### src/rtl/dm9000a_bus_ctrl_pkg.sv
// Shared types and default timing for the DM9000A host bus controller.
package dm9000a_pkg;

  localparam int unsigned CNT_W  = 8;
  localparam int unsigned DATA_W = 16;

  localparam int unsigned DEF_SETUP_CYC = 1;
  localparam int unsigned DEF_PULSE_CYC = 2;
  localparam int unsigned DEF_HOLD_CYC  = 1;
  localparam int unsigned DEF_RST_CYC   = 16;
  localparam int unsigned DEF_RST_WAIT  = 32;

  typedef logic [CNT_W-1:0] cnt_t;

  typedef enum logic [2:0] {
    ST_RST_LOW,
    ST_RST_WAIT,
    ST_IDLE,
    ST_SETUP,
    ST_STROBE,
    ST_HOLD
  } state_t;

endpackage

### src/rtl/dm9000a_bus_ctrl_if.sv
// Host request side and DM9000A pad side of the bus controller.
interface dm9000a_bus_ctrl_if;
  import dm9000a_pkg::*;

  logic              iREQ;
  logic              iWE;
  logic              iCMD_SEL;
  logic [DATA_W-1:0] iWDATA;
  logic [DATA_W-1:0] oRDATA;
  logic              oBUSY;
  logic              oDONE;
  logic [DATA_W-1:0] oDATA;
  logic [DATA_W-1:0] iDATA;
  logic              oCMD;
  logic              oRD_N;
  logic              oWR_N;
  logic              oCS_N;
  logic              oRST_N;
  logic              iINT;
  logic              oINT;

  modport master (
    output iREQ, iWE, iCMD_SEL, iWDATA, iDATA, iINT,
    input  oRDATA, oBUSY, oDONE, oDATA, oCMD, oRD_N, oWR_N, oCS_N, oRST_N, oINT
  );

  modport slave (
    input  iREQ, iWE, iCMD_SEL, iWDATA, iDATA, iINT,
    output oRDATA, oBUSY, oDONE, oDATA, oCMD, oRD_N, oWR_N, oCS_N, oRST_N, oINT
  );

endinterface

### src/rtl/dm9000a_bus_ctrl_sync2.sv
// Two-flop synchroniser for the raw DM9000A interrupt line.
module sync2 (
  input  logic clk,
  input  logic rst,
  input  logic d,
  output logic q
);

  logic meta;

  always_ff @(posedge clk) begin
    if (rst) begin
      meta <= 1'b0;
      q    <= 1'b0;
    end else begin
      meta <= d;
      q    <= meta;
    end
  end

endmodule

### src/rtl/dm9000a_bus_ctrl.sv
// DM9000A host bus sequencer: chip reset, then single CS/RD/WR accesses
// with programmable setup/strobe/hold timing; all outputs registered.
module dm9000a_bus_ctrl
  import dm9000a_pkg::*;
#(
  parameter int unsigned SETUP_CYC = DEF_SETUP_CYC,
  parameter int unsigned PULSE_CYC = DEF_PULSE_CYC,
  parameter int unsigned HOLD_CYC  = DEF_HOLD_CYC,
  parameter int unsigned RST_CYC   = DEF_RST_CYC,
  parameter int unsigned RST_WAIT  = DEF_RST_WAIT
) (
  input logic               iCLK,
  input logic               iRST,
  dm9000a_bus_ctrl_if.slave bus
);

  state_t            state_q, state_d;
  cnt_t              cnt_q, cnt_d;
  logic              we_q, we_d;
  logic              cmd_q, cmd_d;
  logic [DATA_W-1:0] data_q, data_d;
  logic [DATA_W-1:0] rdata_q, rdata_d;
  logic              rst_n_q, rst_n_d;
  logic              cs_n_q, cs_n_d;
  logic              rd_n_q, rd_n_d;
  logic              wr_n_q, wr_n_d;
  logic              busy_q, busy_d;
  logic              done_q, done_d;
  logic              last;

  // Next state, shared down-counter and next registered output values.
  // The counter is loaded with a phase length and the phase ends when it reads 1.
  always_comb begin
    state_d = state_q;
    cnt_d   = cnt_q - cnt_t'(1);
    we_d    = we_q;
    cmd_d   = cmd_q;
    data_d  = data_q;
    rdata_d = rdata_q;
    last    = (cnt_q == cnt_t'(1));

    case (state_q)
      ST_RST_LOW: begin
        if (last) begin
          state_d = ST_RST_WAIT;
          cnt_d   = cnt_t'(RST_WAIT);
        end
      end
      ST_RST_WAIT: begin
        if (last) begin
          state_d = ST_IDLE;
          cnt_d   = cnt_t'(0);
        end
      end
      ST_IDLE: begin
        cnt_d = cnt_q;
        if (bus.iREQ) begin
          state_d = ST_SETUP;
          cnt_d   = cnt_t'(SETUP_CYC);
          we_d    = bus.iWE;
          cmd_d   = bus.iCMD_SEL;
          data_d  = bus.iWDATA;
        end
      end
      ST_SETUP: begin
        if (last) begin
          state_d = ST_STROBE;
          cnt_d   = cnt_t'(PULSE_CYC);
        end
      end
      ST_STROBE: begin
        if (last) begin
          state_d = ST_HOLD;
          cnt_d   = cnt_t'(HOLD_CYC);
          if (!we_q) rdata_d = bus.iDATA;
        end
      end
      ST_HOLD: begin
        if (last) begin
          state_d = ST_IDLE;
          cnt_d   = cnt_t'(0);
        end
      end
      default: begin
        state_d = ST_RST_LOW;
        cnt_d   = cnt_t'(RST_CYC);
      end
    endcase

    rst_n_d = (state_d != ST_RST_LOW);
    cs_n_d  = (state_d inside {ST_RST_LOW, ST_RST_WAIT, ST_IDLE});
    rd_n_d  = !((state_d == ST_STROBE) && !we_d);
    wr_n_d  = !((state_d == ST_STROBE) && we_d);
    busy_d  = (state_d != ST_IDLE);
    done_d  = (state_q == ST_HOLD) && (state_d == ST_IDLE);
  end

  always_ff @(posedge iCLK) begin
    if (iRST) begin
      state_q <= ST_RST_LOW;
      cnt_q   <= cnt_t'(RST_CYC);
      we_q    <= 1'b0;
      cmd_q   <= 1'b0;
      data_q  <= '0;
      rdata_q <= '0;
      rst_n_q <= 1'b0;
      cs_n_q  <= 1'b1;
      rd_n_q  <= 1'b1;
      wr_n_q  <= 1'b1;
      busy_q  <= 1'b1;
      done_q  <= 1'b0;
    end else begin
      state_q <= state_d;
      cnt_q   <= cnt_d;
      we_q    <= we_d;
      cmd_q   <= cmd_d;
      data_q  <= data_d;
      rdata_q <= rdata_d;
      rst_n_q <= rst_n_d;
      cs_n_q  <= cs_n_d;
      rd_n_q  <= rd_n_d;
      wr_n_q  <= wr_n_d;
      busy_q  <= busy_d;
      done_q  <= done_d;
    end
  end

  assign bus.oRDATA = rdata_q;
  assign bus.oBUSY  = busy_q;
  assign bus.oDONE  = done_q;
  assign bus.oDATA  = data_q;
  assign bus.oCMD   = cmd_q;
  assign bus.oRD_N  = rd_n_q;
  assign bus.oWR_N  = wr_n_q;
  assign bus.oCS_N  = cs_n_q;
  assign bus.oRST_N = rst_n_q;

  sync2 u_int_sync (
    .clk (iCLK),
    .rst (iRST),
    .d   (bus.iINT),
    .q   (bus.oINT)
  );

endmodule

### src/flat_wrapper.sv
// flat-port wrapper written by rule: the top's interface ports become plain ports
module dm9000a_bus_ctrl_flat import dm9000a_pkg::*;
#(
  parameter int unsigned SETUP_CYC = DEF_SETUP_CYC,
  parameter int unsigned PULSE_CYC = DEF_PULSE_CYC,
  parameter int unsigned HOLD_CYC  = DEF_HOLD_CYC,
  parameter int unsigned RST_CYC   = DEF_RST_CYC,
  parameter int unsigned RST_WAIT  = DEF_RST_WAIT
)
  (iCLK, iRST, bus_iREQ, bus_iWE, bus_iCMD_SEL, bus_iWDATA, bus_iDATA, bus_iINT, bus_oRDATA, bus_oBUSY, bus_oDONE, bus_oDATA, bus_oCMD, bus_oRD_N, bus_oWR_N, bus_oCS_N, bus_oRST_N, bus_oINT);
  dm9000a_bus_ctrl_if bus_i ();
  input logic iCLK;
  input logic iRST;
  input wire logic [$bits(bus_i.iREQ)-1:0] bus_iREQ;
  input wire logic [$bits(bus_i.iWE)-1:0] bus_iWE;
  input wire logic [$bits(bus_i.iCMD_SEL)-1:0] bus_iCMD_SEL;
  input wire logic [$bits(bus_i.iWDATA)-1:0] bus_iWDATA;
  input wire logic [$bits(bus_i.iDATA)-1:0] bus_iDATA;
  input wire logic [$bits(bus_i.iINT)-1:0] bus_iINT;
  output wire logic [$bits(bus_i.oRDATA)-1:0] bus_oRDATA;
  output wire logic [$bits(bus_i.oBUSY)-1:0] bus_oBUSY;
  output wire logic [$bits(bus_i.oDONE)-1:0] bus_oDONE;
  output wire logic [$bits(bus_i.oDATA)-1:0] bus_oDATA;
  output wire logic [$bits(bus_i.oCMD)-1:0] bus_oCMD;
  output wire logic [$bits(bus_i.oRD_N)-1:0] bus_oRD_N;
  output wire logic [$bits(bus_i.oWR_N)-1:0] bus_oWR_N;
  output wire logic [$bits(bus_i.oCS_N)-1:0] bus_oCS_N;
  output wire logic [$bits(bus_i.oRST_N)-1:0] bus_oRST_N;
  output wire logic [$bits(bus_i.oINT)-1:0] bus_oINT;
  assign bus_i.iREQ = bus_iREQ;
  assign bus_i.iWE = bus_iWE;
  assign bus_i.iCMD_SEL = bus_iCMD_SEL;
  assign bus_i.iWDATA = bus_iWDATA;
  assign bus_i.iDATA = bus_iDATA;
  assign bus_i.iINT = bus_iINT;
  assign bus_oRDATA = bus_i.oRDATA;
  assign bus_oBUSY = bus_i.oBUSY;
  assign bus_oDONE = bus_i.oDONE;
  assign bus_oDATA = bus_i.oDATA;
  assign bus_oCMD = bus_i.oCMD;
  assign bus_oRD_N = bus_i.oRD_N;
  assign bus_oWR_N = bus_i.oWR_N;
  assign bus_oCS_N = bus_i.oCS_N;
  assign bus_oRST_N = bus_i.oRST_N;
  assign bus_oINT = bus_i.oINT;
  dm9000a_bus_ctrl #(.SETUP_CYC(SETUP_CYC), .PULSE_CYC(PULSE_CYC), .HOLD_CYC(HOLD_CYC), .RST_CYC(RST_CYC), .RST_WAIT(RST_WAIT)) u_core (.iCLK(iCLK), .iRST(iRST), .bus(bus_i));
endmodule
### config.mk
export PLATFORM = sky130hd
export DESIGN_NAME = dm9000a_bus_ctrl_flat
export DESIGN_NICKNAME = d
export VERILOG_FILES = /design/src/rtl/dm9000a_bus_ctrl_pkg.sv /design/src/rtl/dm9000a_bus_ctrl_if.sv /design/src/rtl/dm9000a_bus_ctrl_sync2.sv /design/src/rtl/dm9000a_bus_ctrl.sv /design/src/flat_wrapper.sv
export SDC_FILE = /design/constraint.sdc
export NUM_CORES = 1
export LEC_CHECK = 0
export BUFFER_PORTS_ARGS = -buffer_cell sky130_fd_sc_hd__buf_2
export CORE_ASPECT_RATIO = 1.2
export CORE_MARGIN = 2
export CORE_UTILIZATION = 48
export DETAILED_ROUTE_END_ITERATION = 16
export PLACE_DENSITY = 0.76
export SLEW_MARGIN = 10
export SYNTH_ARGS = -nofsm -noshare
export SYNTH_HDL_FRONTEND = slang
export SYNTH_SLANG_ARGS = --single-unit
### constraint.sdc
create_clock -name iCLK -period 2.2 [get_ports iCLK]
set_clock_uncertainty 0.1 [all_clocks]
set_input_delay 0.22 -clock iCLK [delete_from_list [all_inputs] [get_ports iCLK]]
set_output_delay 0.22 -clock iCLK [all_outputs]
set_load 0.01 [all_outputs]
==> parameters.txt <==
Parameter                              Value

CTS
  Number of buffers inserted to repair setup after CTS    0
  CTS sink cnt    53
  Clock buffer count from CTS    5
  TritonCTS clock tree    yes
  Maximum level of the CTS H-tree    2
  Buffer levels on the longest clock path    2
  Clock edge transition at the registers on the reported setup and hold paths    0.10 ns
  Worst-Skew Late Latency    0.30 ns
  Root buffer cell    sky130_fd_sc_hd__clkbuf_8
  Post-cts sizing count    0
  Hold-fix buffers at CTS    0

Global routing
  Total grt overflow    0
  Antenna violations before repair    0
  Pin count of the biggest net entering global routing    49
  First-pass GRT wire length    around 7.6 mm
  Vias in the first global route    roughly 1,700
  GRT Total Usage    0.199

Synth
  Fraction of synthesized cell area in xor and xnor cells    0.0212
  Post-synthesis instance area    2070 µm²
  Synthesized net count    roughly 270
  Adder-cell share of the synthesized area    0.0121
  Dominant combinational cell family by area after synthesis    simple AND/OR/NAND/NOR gates
  Multiplexer share of the synthesized area    0.0872
  Post-synth top flop    sky130_fd_sc_hd__dfxtp_1
  Share of the synthesized area in compound gates (AO/OA/AOI/OAI)    0.116
  Number of distinct library cells after synthesis    40
  Count of warnings emitted by yosys    0
  FFs w/ async S/R, synth    0
  Synthesized instance count    225
  Yosys reg bits    between 50 and 60
  Leading area contributor after synthesis    sky130_fd_sc_hd__dfxtp_1
  Number of enable-type register cells in the synthesized netlist    0
  Synth top area share    0.514
  Area contributors post-synth    sky130_fd_sc_hd__dfxtp_1 (51%), sky130_fd_sc_hd__mux2i_1 (8.7%), sky130_fd_sc_hd__nand2_1 (7.3%)
  Sequential cell area fraction in the yosys report    0.514
  Post-synthesis simple-gate area fraction    0.219
  Mean Syn Cell Area    9.18 µm²

Pwr
  Switching share of power    0.280
  Areal power density over the cells    731 nW/µm²
  Relative contribution of sequential cells to total power    0.561
  Psw    0.538 mW
  Design internal power    1.38 mW
  Leakage power of the design    1.29 nW
  VDD IR-drop max    roughly 0.46 mV
  Power share of the combinational group    0.157
  Clk pwr share    0.282

Place
  Post-DP HPWL    3.36 mm
  Buffers on Ports    slightly below 80
  Worst setup timing slack at the placement stage    0.201 ns
  Final weighted congestion in routability-driven placement    0.752

STA
  Measured slew at the worst slew-check pin    about 0.83 ns
  Final setup viols    0
  Remaining max-slew budget at the tightest pin    0.444
  Final Slew Violations    0
  Hold Violations, Final    0
  Minimum clock period after layout    2.04 ns
  Part of the cycle the worst path needs    0.928
  Worst setup margin    0.159 ns
  FMAX    490 MHz
  Unrepaired setup endpoints after global routing    no
  Final-layout setup total negative slack    0 ns

Die
  Floorplan die area    roughly 4800 µm²
  Starting Density    0.492
  Area inside the core boundary    4200 µm²
  Horiz. Die Dim    63.9 µm
  Die Y-Extent    75.9 µm
  Count of standard-cell rows    26
  Number of placed I/O pins    78

Worst setup path
  Startpoint type of the worst setup path    flop
  Worst Path Required    2.30 ns
  Critical path endpoint category    flop
  Critical Path AT    2.14 ns
  Critical path class    flop to flop
  Largest driver fanout on the critical path    8

Layout
  Total area of sequential cells    1060 µm²
  Fraction of layout instances using a drive strength above 1    0.324
  Synthesis-to-finish area growth    27.2%
  Fillers    365
  Number of antenna repair diodes    0
  Number of nets in the final layout    345
  Area of the multi-input gates    about 950 µm²

Route
  Post-DR vias/cell    roughly 5.0
  Total iterations of the first detailed-routing run    4
  Final Routed Wirelength    4.68 mm
  Routed vias    1,823
  DRC Markers    0
  Detailed router's first-iteration violation count    91
  Routed wire per std cell    12.9 µm
  Remaining antenna violation count    0

Run status
  Status    complete, no violations

Job
  Maximum capacitance violations    0

Worst hold path
  Min-Delay Path Class    input pin to flop
==> logic make-up after synthesis <==
kind of cell    after synthesis
xor+xnor                      5
flops                        53
fa+ha+maj                     2
simple gates                 92
buf+inv                      16
compound gates               39
mux                          18
==> path summary, 6_finish.rpt <==
check                                                       start                                end  slack, ns  depth (start not counted)
worst min-delay path                                     bus_iINT  u_core.u_int_sync.meta$_SDFF_PP0_       0.04                          2
worst max register to register       u_core.cnt_q[0]$_SDFFE_PP0P_        u_core.bus.oBUSY$_SDFF_PP1_       0.16                          5
worst max-delay path                 u_core.cnt_q[0]$_SDFFE_PP0P_        u_core.bus.oBUSY$_SDFF_PP1_       0.16                          5
worst min register to register  u_core.u_int_sync.meta$_SDFF_PP0_     u_core.u_int_sync.q$_SDFF_PP0_       0.35                          1
==> placed cells by master (no fill, tap or decap), drive strengths merged, types with 2 or more instances in the layout <==
cell type,netlist,layout
o21ai,3,3
xor2,2,2
clkbuf,9,5
buf,3,85
nor2b,4,4
nor2,28,28
xnor2,3,3
a221o,2,2
nand3,3,3
a21oi,22,22
ha,2,2
mux2i,18,18
a21o,3,3
dfxtp,53,53
nand2,40,40
inv,4,5
nand3b,2,2
or2,2,2
nor3,3,3
nor4b,2,2
==> registers in the layout, indices dropped and copies added, names as in the netlist, 3 cells and up <==
name	flops
u_core.state_q	3
u_core.bus.oDATA	16
u_core.cnt_q	8
u_core.bus.oRDATA	16
==> cell usage after synthesis (all sizes together) (2+ instances only) <==
cell     n
dfxtp   53
nand2   40
nor2    28
a21oi   22
mux2i   18
clkbuf   9
inv      4
nor2b    4
a21o     3
buf      3
nand3    3
nor3     3
o21ai    3
xnor2    3
a221o    2
ha       2
nand3b   2
nor4b    2
or2      2
xor2     2
==> per-layer routing <==
layer	GRT usage	routed length, µm	vias up
met5	0	0	-
met4	0.104	70	0
met3	0.0369	208	6
met2	0.356	2490	52
met1	0.228	1910	847
li1	-	-	918
==> critical path: stages (launching register included) <==
cell and delay (ns):
sky130_fd_sc_hd__dfxtp_1 0.42, sky130_fd_sc_hd__ha_1 0.16, sky130_fd_sc_hd__nor3b_2 0.48, sky130_fd_sc_hd__nand3_1 0.29
sky130_fd_sc_hd__or2_1 0.31, sky130_fd_sc_hd__a21o_1 0.18
==> power by group through the flow <==
| stage | logic, mW | clock network (mW) | registers, mW |
|---|---|---|---|
| 2_1_floorplan | 0.207 | 0 | 1.09 |
| 3_3_place_gp | 0.289 | 0 | 1.09 |
| 3_5_place_dp | 0.299 | 0 | 1.10 |
| 4_1_cts | 0.301 | 0.559 | 1.08 |
| 5_1_grt | 0.335 | 0.598 | 1.09 |
| 6_report | 0.302 | 0.541 | 1.08 |
==> through the flow <==
step	instance area, µm²	instances	utilization	hold slack [ns]	power, mW
floorplan	2070	225	-	0.248	1.29
global placement	2540	354	0.605	0.317	1.38
detailed placement	2540	354	0.605	0.335	1.40
CTS	2630	362	0.626	0.0322	1.94
global route	2630	362	0.626	0.0317	2.02
finish	2630	362	0.626	0.0367	1.92
==> final cells by class <==
cell class,instances,area share
clock buffers,5,0.0262
repair buffers,85,0.170
multi-input cells,156,0.360
well taps,56,0.0267
clock inverters,3,0.00810
flip-flops and latches,53,0.404
inverters,4,0.00571
(Power assumes the default switching activity.)
